**config.mk**
```make
export PLATFORM = sky130hd
export DESIGN_NAME = core_run_ctrl
export DESIGN_NICKNAME = d
export VERILOG_FILES = /design/src/rtl/core_run_ctrl.sv
export SDC_FILE = /design/constraint.sdc
export NUM_CORES = 1
export LEC_CHECK = 0
export ABC_AREA = 0
export CORE_UTILIZATION = 35
export DETAILED_ROUTE_END_ITERATION = 10
export HOLD_SLACK_MARGIN = 0.02
export PLACE_DENSITY = 0.54
export SLEW_MARGIN = 25
export SYNTH_ARGS = -nofsm -noshare
export SYNTH_HDL_FRONTEND = slang
export SYNTH_SLANG_ARGS = --single-unit
```
**constraint.sdc**
```tcl
create_clock -name i_clk -period 5.9 [get_ports i_clk]
set_input_delay 1.18 -clock i_clk [delete_from_list [all_inputs] [get_ports i_clk]]
set_output_delay 1.18 -clock i_clk [all_outputs]
set_load 0.02 [all_outputs]
```
**src/rtl/core_run_ctrl.sv**
```systemverilog
// Run controller for the single-cycle MIPS core: stretched core reset, cycle
// counting, and run termination on a persistent masked status flag or a cycle budget.
module core_run_ctrl #(
  parameter int CNT_WIDTH   = 32,
  parameter int RST_HOLD    = 4,
  parameter int MAX_CYCLES  = 100,
  parameter int HALT_STABLE = 3,
  parameter int NUM_FLAGS   = 1
) (
  input  logic                 i_clk,
  input  logic                 rst_n,
  input  logic                 i_start,
  input  logic                 i_abort,
  input  logic [NUM_FLAGS-1:0] i_flags,
  input  logic [NUM_FLAGS-1:0] i_flag_mask,
  output logic                 o_core_rst_n,
  output logic                 o_running,
  output logic                 o_done,
  output logic                 o_timeout,
  output logic [CNT_WIDTH-1:0] o_cycle_count,
  output logic [NUM_FLAGS-1:0] o_halt_flags
);

  localparam int HOLD_W   = $clog2(RST_HOLD + 1);
  localparam int STABLE_W = $clog2(HALT_STABLE + 1);
  localparam bit HAS_TIMEOUT = (MAX_CYCLES != 0);
  localparam logic [CNT_WIDTH-1:0] LAST_CYCLE =
    CNT_WIDTH'((MAX_CYCLES == 0) ? 0 : MAX_CYCLES - 1);

  typedef enum logic [1:0] {ST_IDLE, ST_HOLD, ST_RUN, ST_DONE} state_t;

  state_t              state_reg;
  logic [1:0]          sync_reg;
  logic [HOLD_W-1:0]   hold_reg;
  logic [STABLE_W-1:0] stable_reg;

  logic [NUM_FLAGS-1:0] masked_flags;
  logic                 flag_hit;
  logic                 halt_now;
  logic                 timeout_now;
  logic                 cnt_max;

  // Assert asynchronously, release only after two clean edges.
  always_ff @(posedge i_clk or negedge rst_n) begin
    if (!rst_n) sync_reg <= 2'b00;
    else        sync_reg <= {sync_reg[0], 1'b1};
  end

  always_comb begin
    masked_flags = i_flags & i_flag_mask;
    flag_hit     = |masked_flags;
    halt_now     = flag_hit && (stable_reg == STABLE_W'(HALT_STABLE - 1));
    timeout_now  = HAS_TIMEOUT && (o_cycle_count == LAST_CYCLE);
    cnt_max      = &o_cycle_count;
  end

  always_ff @(posedge i_clk or negedge rst_n) begin
    if (!rst_n) begin
      state_reg     <= ST_IDLE;
      hold_reg      <= '0;
      stable_reg    <= '0;
      o_core_rst_n  <= 1'b0;
      o_running     <= 1'b0;
      o_done        <= 1'b0;
      o_timeout     <= 1'b0;
      o_cycle_count <= '0;
      o_halt_flags  <= '0;
    end else if (!sync_reg[1]) begin
      state_reg     <= ST_IDLE;
      hold_reg      <= '0;
      stable_reg    <= '0;
      o_core_rst_n  <= 1'b0;
      o_running     <= 1'b0;
      o_done        <= 1'b0;
      o_timeout     <= 1'b0;
      o_cycle_count <= '0;
      o_halt_flags  <= '0;
    end else begin
      case (state_reg)
        ST_IDLE, ST_DONE: begin
          if (i_abort) begin
            state_reg    <= ST_IDLE;
            o_core_rst_n <= 1'b0;
            o_running    <= 1'b0;
          end else if (i_start) begin
            state_reg     <= ST_HOLD;
            hold_reg      <= '0;
            stable_reg    <= '0;
            o_core_rst_n  <= 1'b0;
            o_running     <= 1'b0;
            o_done        <= 1'b0;
            o_timeout     <= 1'b0;
            o_cycle_count <= '0;
            o_halt_flags  <= '0;
          end
        end
        ST_HOLD: begin
          if (i_abort) begin
            state_reg    <= ST_IDLE;
            o_core_rst_n <= 1'b0;
            o_running    <= 1'b0;
          end else if (hold_reg == HOLD_W'(RST_HOLD)) begin
            state_reg    <= ST_RUN;
            o_core_rst_n <= 1'b1;
            o_running    <= 1'b1;
          end else begin
            hold_reg <= hold_reg + HOLD_W'(1);
          end
        end
        ST_RUN: begin
          if (i_abort) begin
            state_reg    <= ST_IDLE;
            o_core_rst_n <= 1'b0;
            o_running    <= 1'b0;
          end else if (halt_now) begin
            // Halt outranks a coincident timeout.
            state_reg    <= ST_DONE;
            o_running    <= 1'b0;
            o_done       <= 1'b1;
            o_halt_flags <= masked_flags;
          end else if (timeout_now) begin
            state_reg <= ST_DONE;
            o_running <= 1'b0;
            o_done    <= 1'b1;
            o_timeout <= 1'b1;
          end else begin
            if (!cnt_max) o_cycle_count <= o_cycle_count + CNT_WIDTH'(1);
            stable_reg <= flag_hit ? stable_reg + STABLE_W'(1) : '0;
          end
        end
        default: begin
          state_reg    <= ST_IDLE;
          o_core_rst_n <= 1'b0;
          o_running    <= 1'b0;
        end
      endcase
    end
  end

endmodule

```
==> impl_metrics.env, run 1 <==
export IMPL_status="completed"
export IMPL_die_h_um=88.7
export IMPL_cts_hold_buffers_added=0
export IMPL_viasPerCell=5.41
export IMPL_post_cts_buffers=0
export IMPL_hpwlAfterDp_mm=4.58
export IMPL_finalWirelength_mm=6.85
export IMPL_first_pass_iters=4
export IMPL_initial_core_util=0.363
export IMPL_crit_type="primary input to flop"
export IMPL_drive_gt1_frac=0.0514
export IMPL_place_congestion=0.737
export IMPL_clk_latency_ps=300
export IMPL_syn_cell_area_um2=2630
export IMPL_period_needed_ps=3110
export IMPL_fmax_ghz=0.322
export IMPL_rows=31
export IMPL_area_growth_pct=22.8
export IMPL_grt_busiest_layer="met2"
export IMPL_io_buffers=42
export IMPL_clock_path_buffers=2
export IMPL_numCtsBuffers=5
export IMPL_grt_pass1_vias=2205
export IMPL_syn_inst=311
export IMPL_ys_seq_area_frac=0.437
export IMPL_fp_dieW_um=88.7
export IMPL_postSynth_asyncResetShare=1.00
export IMPL_clkTransAtPathRegs_ps=90
export IMPL_ys_seq_elements=46
export IMPL_cts_tree="built"
export IMPL_yosys_warnings=0
export IMPL_cp_required_ps=6070
export IMPL_max_slew_margin=0.321
export IMPL_drt_iter0_drc=141
export IMPL_setup_tns_final_ps=0
export IMPL_powerDensity_nw_per_um2=180
export IMPL_overflow=0
export IMPL_diodes=0
export IMPL_worstMarginPinSlew_ps=1020
export IMPL_syn_num_nets=323
export IMPL_slew_violations=0
export IMPL_synth_edff_count=0
export IMPL_cts_root_buf="clkbuf_8"
export IMPL_grt_use_met2=0.288
export IMPL_yosys_cell_types_count=42
export IMPL_htree_levels=2
export IMPL_io_pins=43
export IMPL_cts_resized=0
export IMPL_antenna_found_initial=0
export IMPL_rsz0062_at_grt="false"
export IMPL_avgSynthCellArea_um2=8.47
export IMPL_final_util=0.446
export IMPL_fillers=752
export IMPL_die_area_um2=7880
export IMPL_power_leakage_uw=0.00131
export IMPL_met3_usage=0.0345
export IMPL_grt_max_degree=47
export IMPL_crit_path_max_fanout=32
export IMPL_grt_usage=0.187
export IMPL_final_nets=361
export IMPL_hold_class="flop to flop"
export IMPL_core_area_um2=7250
export IMPL_synth_main_ff_cell="dfrtp_1"
export IMPL_critPathLaunchType="primary input"
export IMPL_grt_pass1_wl_mm=11.2
export IMPL_setup_violations=0
export IMPL_vias=2430
export IMPL_drc_errors=0
export IMPL_hold_violations=0
export IMPL_finClkSkew_ps=5.94
export IMPL_fin_crit_sh=0.527
export IMPL_largest_reg_flops=32
export IMPL_post_drt_wl_per_cell_um=15.2
export IMPL_peakVddDrop_v=0.0000795
export IMPL_clock_sinks=46
export IMPL_cp_arrival_ps=3280
export IMPL_met1_usage=0.271
export IMPL_ant_nets=0
export IMPL_cap_violations=0
export IMPL_endpoint_kind="flop"
cell families (layout without fill, tap and decap cells):
| kind of cell | after synthesis | count (layout) | share of synthesized area |
|---|---|---|---|
| simple gates | 144 | 144 | 0.294 |
| fa+ha+maj | 6 | 6 | 0.0285 |
| compound gates | 88 | 88 | 0.187 |
| mux | 4 | 4 | 0.0152 |
| other cells | 1 | 1 | 0.00142 |
| buf+inv | 22 | 61 | 0.0371 |
| flops | 46 | 46 | 0.437 |
routing by layer:
layer  part of all wire  wire (um)
met4             0.0092         63
met1               0.50       3420
met5                  0          0
met3              0.044        304
met2               0.45       3060
cell usage in the layout, fill, tap and decap left out, types with 4 or more instances in the layout:
cell type,synthesis,routed
a21oi_1,18,18
a31oi_1,8,8
nand2_1,29,28
inv_1,10,10
nor4_1,5,5
clkbuf_8,0,5
o31ai_1,6,6
nor2_1,40,40
and2_1,5,5
o21ai_0,46,46
nor3_1,8,8
mux2i_1,4,4
nand4_1,14,14
clkdlybuf4s50_1,0,41
and3_1,8,8
ha_1,6,6
dfrtp_1,46,46
and4_1,4,4
nand3_1,10,10
synth_stat cells (2+ instances only):
cell	n	area [um2]
o31ai_1	6	45.0
mux2i_1	4	40.0
o21ai_0	46	230
and4bb_2	2	25.0
a31oi_1	8	50.1
o21ai_1	2	10.0
nor3b_1	3	22.5
dfrtp_1	46	1150
nand4_1	14	87.6
and4_1	4	35.0
and2_1	5	31.3
ha_1	6	75.1
a21oi_1	18	90.1
clkbuf_1	5	18.8
nand2b_1	3	18.8
nor3_1	8	40.0
and3_1	8	50.1
inv_1	10	37.5
nand3_1	10	50.1
or3_1	2	12.5
a211oi_1	2	15.0
nand2_1	29	109
buf_2	5	25.0
nor3_2	2	20.0
nor2_1	40	150
nor4_1	5	31.3
or4_1	3	22.5
layout make-up:
class                   count  area [um2]  share of cell area
well taps                  99         124              0.0383
clock buffers               5        68.8              0.0213
repair buffers             43         425               0.132
inverters                  10        37.5              0.0116
clock inverters             3        40.0              0.0124
flip-flops and latches     46        1150               0.356
multi-input cells         243        1390               0.429
path summary, 6_finish.rpt:
check                        startpoint                 to  slack (ps)  depth (start not counted)
setup / recovery                i_start  o_cycle_count[16]        2790                          7
hold / removal              sync_reg[0]        sync_reg[1]         350                          0
setup reg to reg           state_reg[0]  o_cycle_count[19]        2970                          8
hold reg to reg             sync_reg[0]        sync_reg[1]         350                          0
max in group asynchronous         rst_n   o_cycle_count[7]        4600                          1
min in group asynchronous         rst_n  o_cycle_count[18]         890                          1
report_power, final:
| part | internal [uW] | switching (uW) | total (uW) | leakage [uW] |
|---|---|---|---|---|
| Clock | 125 | 111 | 236 | 0.0000579 |
| Sequential | 317 | 1.33 | 318 | 0.000638 |
| Combinational | 8.15 | 19.9 | 28.1 | 0.000615 |
| Total | 450 | 133 | 582 | 0.00131 |
per-stage QoR:
| step | worst slack [ps] | cell area, um2 | std cells | hold slack [ps] | power (uW) |
|---|---|---|---|---|---|
| final | 2790 | 3230 | 449 | 354 | 582 |
| after global routing | 2560 | 3230 | 449 | 382 | 608 |
| after CTS | 2810 | 3230 | 449 | 356 | 593 |
| after detailed placement | 2480 | 3120 | 441 | 335 | 353 |
| after global placement | 2530 | 3120 | 441 | 336 | 353 |
| after floorplan | 3390 | 2630 | 311 | 331 | 339 |
worst max-delay path: stages:
cell and delay [ps]:
clkdlybuf4s50_1 480, mux2i_1 80, o21ai_1 360, inv_1 130, a211o_1 640, o21ai_0 290
o21ai_0 120
No activity file was read; power rests on OpenSTA's default activity.
==> inputs of run 2 (changes only) <==
--- a/config.mk
+++ b/config.mk
@@ -9,7 +9,7 @@
 export CORE_UTILIZATION = 35
 export DETAILED_ROUTE_END_ITERATION = 10
 export HOLD_SLACK_MARGIN = 0.02
-export PLACE_DENSITY = 0.54
+export PLACE_DENSITY = 0.56
 export SLEW_MARGIN = 25
 export SYNTH_ARGS = -nofsm -noshare
 export SYNTH_HDL_FRONTEND = slang
==> constraint.sdc (replaced) <==
create_clock -name i_clk -period 2.53 [get_ports i_clk]
set_input_delay 0.506 -clock i_clk [delete_from_list [all_inputs] [get_ports i_clk]]
set_output_delay 0.506 -clock i_clk [all_outputs]
set_load 0.02 [all_outputs]
==> run 2 against run 1 <==
Against the previous run:
- global-route usage increased by 0.75 points
- cell area grew 4.7%
- sequential cell count stayed put
- clock skew barely moved
- routed wire length grew 3.9%
- final cell count increased by 4.2%
- setup slack got worse by 2600 ps
- total power increased by 130%
==> impl_metrics.env, run 2 (synthesis results as in run 1) <==
export IMPL_status="completed"
export IMPL_cp_required_ps=2760
export IMPL_grt_max_degree=47
export IMPL_clkPwrFrac=0.403
export IMPL_met1_usage=0.272
export IMPL_io_pins=43
export IMPL_reg2reg_from="o_cycle_count[27]"
export IMPL_post_drt_wl_per_cell_um=15.2
export IMPL_max_slew_margin=0.601
export IMPL_final_nets=380
export IMPL_place_ws_ps=223
export IMPL_cts_hold_buffers_added=0
export IMPL_worstMarginPinSlew_ps=593
export IMPL_hold_violations=0
export IMPL_antenna_found_initial=0
export IMPL_internal_power_uw=1060
export IMPL_numCtsBuffers=5
export IMPL_clk_latency_ps=300
export IMPL_setup_violations=0
export IMPL_r2r_cells=6
export IMPL_regToRegSetupSlack_ps=200
export IMPL_clock_sinks=46
export IMPL_die_area_um2=7880
export IMPL_fp_dieW_um=88.7
export IMPL_endpoint_kind="flop"
export IMPL_drt_iter0_drc=158
export IMPL_peakVddDrop_v=0.000165
export IMPL_vias=2529
export IMPL_core_area_um2=7250
export IMPL_diodes=0
export IMPL_grt_pass1_vias=2343
export IMPL_fillers=733
export IMPL_cp_arrival_ps=2560
export IMPL_rsz0062_at_grt="false"
export IMPL_cts_resized=0
export IMPL_crit_path_max_fanout=7
export IMPL_power_leakage_uw=0.00140
export IMPL_pwr_share_comb=0.054
export IMPL_crit_type="flop to flop"
export IMPL_post_dp_cell_area_um2=3280
export IMPL_first_pass_iters=5
export IMPL_finalWirelength_mm=7.12
export IMPL_r2r_end="state_reg[1]"
export IMPL_rows=31
export IMPL_place_congestion=0.797
export IMPL_fmax_ghz=0.429
export IMPL_grt_usage=0.194
export IMPL_post_cts_buffers=0
export IMPL_final_cell_mix="o21ai_0, dfrtp_1, clkdlybuf4s50_1, nor2_1, nand2_1"
export IMPL_met3_usage=0.0308
export IMPL_fin_crit_sh=0.922
export IMPL_die_h_um=88.7
export IMPL_grt_busiest_layer="met2"
export IMPL_hpwlAfterDp_mm=5.05
export IMPL_power_switching_uw=308
export IMPL_cts_root_buf="clkbuf_8"
export IMPL_clock_path_buffers=2
export IMPL_overflow=0
export IMPL_powerDensity_nw_per_um2=404
export IMPL_viasPerCell=5.40
export IMPL_setup_slack_ps=197
export IMPL_finalInstanceArea_um2=3390
export IMPL_setup_tns_final_ps=0
export IMPL_area_growth_pct=28.6
export IMPL_htree_levels=2
export IMPL_finClkSkew_ps=5.82
export IMPL_largest_reg_flops=32
export IMPL_pwr_share_seq=0.543
export IMPL_io_buffers=42
export IMPL_grt_use_met2=0.315
export IMPL_initial_core_util=0.363
export IMPL_drc_errors=0
export IMPL_hold_class="primary input to async pin"
export IMPL_switching_share=0.225
export IMPL_cap_violations=0
export IMPL_drive_gt1_frac=0.0949
export IMPL_period_needed_ps=2330
export IMPL_slew_violations=0
export IMPL_clkTransAtPathRegs_ps=90
export IMPL_cts_tree="built"
export IMPL_critPathLaunchType="flop"
export IMPL_grt_pass1_wl_mm=11.8
export IMPL_ant_nets=0
[run 2: critical path: stages (launching register included)]
cell and delay (ps):
dfrtp_1 440, nor4_1 420, nand4_1 240, o21a_1 260, a221o_1 410, or3_1 360
a21oi_1 140
[run 2: cell type report]
type | count | area, um2 | area share
clock inverters | 2 | 37.5 | 0.0111
clock buffers | 6 | 72.6 | 0.0214
repair buffers | 62 | 578 | 0.171
multi-input cells | 243 | 1390 | 0.409
well taps | 99 | 124 | 0.0366
inverters | 10 | 37.5 | 0.0111
flip-flops and latches | 46 | 1150 | 0.340
[run 2: metrics by stage]
stage                     power (uW)  hold WS [ps]   util  cells
final                           1370           295  0.467    468
after CTS                       1380           309  0.467    468
after detailed placement         831           342  0.452    460
after global placement           830           332  0.452    460
after global routing            1430           331  0.467    468
after floorplan                  790           210      -    311
[run 2: worst max path at each step]
stage | startpoint | endpoint | slack [ps]
after floorplan | o_cycle_count[0] | state_reg[1] | 290
after global placement | o_cycle_count[27] | state_reg[1] | 260
after detailed placement | i_start | o_cycle_count[3] | 220
after CTS | o_cycle_count[8] | state_reg[1] | 220
after global routing | o_cycle_count[0] | state_reg[1] | 30
final | o_cycle_count[27] | state_reg[1] | 200
[run 2: power by group through the flow]
stage	Combinational [uW]	Sequential, uW	Clock (uW)
after detailed placement	75.2	756	0
final	73.8	741	551
after global routing	82.4	742	601
after CTS	75.1	741	567
after floorplan	34.6	756	0
after global placement	73.7	756	0
[run 2: metal layers]
layer	vias to the layer above	wire, um	share of wire
met5	-	0	0
met4	0	51	0.0072
met3	5	278	0.039
met2	71	3330	0.47
met1	1201	3460	0.49
li1	1252	-	-
==> inputs of run 3 (changes only) <==
--- a/config.mk
+++ b/config.mk
@@ -8,6 +8,7 @@
 export ABC_AREA = 0
 export CORE_UTILIZATION = 35
 export DETAILED_ROUTE_END_ITERATION = 10
+export GPL_TIMING_DRIVEN = 0
 export HOLD_SLACK_MARGIN = 0.02
 export PLACE_DENSITY = 0.56
 export SLEW_MARGIN = 25
==> run 3 against run 2 <==
Against the previous run:
- sequential power barely moved
- critical path depth rose by 3
- clock power fell by 14%
- fmax fell by 2.8%
- global-route usage rose by 0.30 points
- combinational power rose by 2.8%
- total power fell by 5.4%
- routed wire length rose by 4.1%
==> impl_metrics.env, run 3 (synthesis results as in run 1) <==
export IMPL_dp_cells=452
export IMPL_place_congestion=0.808
export IMPL_grt_max_degree=47
export IMPL_finalWirelength_mm=7.41
export IMPL_final_util=0.460
export IMPL_numCtsBuffers=5
export IMPL_power_leakage_uw=0.00135
export IMPL_htree_levels=2
export IMPL_status="completed"
export IMPL_viasPerCell=5.63
export IMPL_fillers=747
export IMPL_slew_violations=0
export IMPL_antenna_found_initial=0
export IMPL_powerDensity_nw_per_um2=387
export IMPL_io_buffers=42
export IMPL_clock_path_buffers=2
export IMPL_final_cells=464
export IMPL_vias=2612
export IMPL_fmax_ghz=0.416
export IMPL_grt_pass1_vias=2277
export IMPL_grt_pass1_wl_mm=11.7
export IMPL_largest_reg_flops=32
export IMPL_hold_violations=0
export IMPL_fin_crit_sh=0.949
export IMPL_cp_required_ps=2730
export IMPL_cp_arrival_ps=2600
export IMPL_ant_nets=0
export IMPL_final_cell_mix="o21ai_0, dfrtp_1, clkdlybuf4s50_1, nor2_1, nand2_1"
export IMPL_crit_path_max_fanout=10
export IMPL_crit_type="flop to flop"
export IMPL_layout_commonest_cell="o21ai_0"
export IMPL_r2r_cells=9
export IMPL_hpwlAfterDp_mm=5.08
export IMPL_io_pins=43
export IMPL_peakVddDrop_v=0.000158
export IMPL_cts_hold_buffers_added=0
export IMPL_period_needed_ps=2400
export IMPL_cts_root_buf="clkbuf_8"
export IMPL_r2r_end="o_cycle_count[15]"
export IMPL_cap_violations=0
export IMPL_rows=31
export IMPL_critPathLaunchType="flop"
export IMPL_fp_dieW_um=88.7
export IMPL_drc_errors=0
export IMPL_drive_gt1_frac=0.0959
export IMPL_max_slew_margin=0.573
export IMPL_seqCellArea_um2=1160
export IMPL_die_h_um=88.7
export IMPL_endpoint_kind="flop"
export IMPL_core_area_um2=7250
export IMPL_hold_class="primary input to async pin"
export IMPL_setup_violations=0
export IMPL_diodes=0
export IMPL_final_nets=376
export IMPL_multi_input_area_um2=1410
export IMPL_reg2reg_from="o_cycle_count[0]"
export IMPL_cts_tree="built"
export IMPL_clk_latency_ps=300
export IMPL_initial_core_util=0.363
export IMPL_overflow=0
export IMPL_crit_path_start="o_cycle_count[0]"
export IMPL_regToRegSetupSlack_ps=130
export IMPL_worstMarginPinSlew_ps=635
export IMPL_die_area_um2=7880
export IMPL_clkTransAtPathRegs_ps=90
export IMPL_finClkSkew_ps=8.01
export IMPL_grt_usage=0.197
export IMPL_area_growth_pct=26.7
export IMPL_clock_sinks=46
export IMPL_drt_iter0_drc=152
export IMPL_post_drt_wl_per_cell_um=16.0
export IMPL_first_pass_iters=4
run 3: cell count changes in the layout (fill, tap and decap cells not counted), sizes merged:
cell      previous run  this run
clkinv               0         1
buf                 21        12
bufinv               1         0
clkinvlp             1         0
clkbuf               6        12
run 3: metal layers:
metal  routed length [um]  global-route usage  share of wire  vias to the layer above
met3                  383              0.0354          0.052                       12
met1                 3630               0.289           0.49                     1278
met4                  136              0.0645          0.018                        0
li1                     -                   -              -                     1251
met2                 3260               0.293           0.44                       71
met5                    0                   0              0                        -
run 3: power breakdown:
group	leakage (uW)	internal, uW	switching, uW
Sequential	0.000629	738	2.99
Combinational	0.000674	24.9	51.0
Clock	0.0000482	221	254
Total	0.00135	984	308
run 3: through the flow:
step | setup WS [ps] | hold slack (ps) | total power (uW) | instance area (um2) | TNS [ps]
floorplan | 288 | 210 | 790 | 2630 | 0
global placement | -454 | 333 | 829 | 3180 | -27100
detailed placement | -499 | 335 | 829 | 3180 | -7600
CTS | 17.1 | 229 | 1310 | 3280 | 0
global route | -5.17 | 254 | 1350 | 3340 | -5.17
finish | 129 | 210 | 1290 | 3340 | 0
run 3: worst max-delay path, stage by stage, from the launching register on:
cell and delay [ps]:
dfrtp_2 420, ha_4 170, nand3_1 150, or4_4 500, nor4_4 370, nor3_4 70, buf_4 170, buf_2 200
a21oi_1 170, nor2_1 70
run 3: worst max path at each step:
| stage | slack [ps] | cells past startpoint | end |
|---|---|---|---|
| floorplan | 290 | 7 | state_reg[1] |
| global placement | -450 | 1 | hold_reg[0] |
| detailed placement | -500 | 8 | o_cycle_count[20] |
| CTS | 20 | 8 | o_cycle_count[20] |
| global route | -5 | 7 | o_cycle_count[20] |
| finish | 130 | 9 | o_cycle_count[15] |
run 3: what timing repair did:
| action | in CTS | in global routing |
|---|---|---|
| pin swaps | 1 | 4 |
| setup endpoints to repair | 31 | 32 |
| setup buffers | 0 | 5 |
| gates resized for setup | 6 | 8 |
run 3: final cells by class:
class	count	share of cell area
clock buffers	7	0.0259
repair buffers	47	0.136
flip-flops and latches	46	0.347
multi-input cells	243	0.422
well taps	99	0.0371
clock inverters	1	0.00150
inverters	10	0.0112
plain buffers	11	0.0191
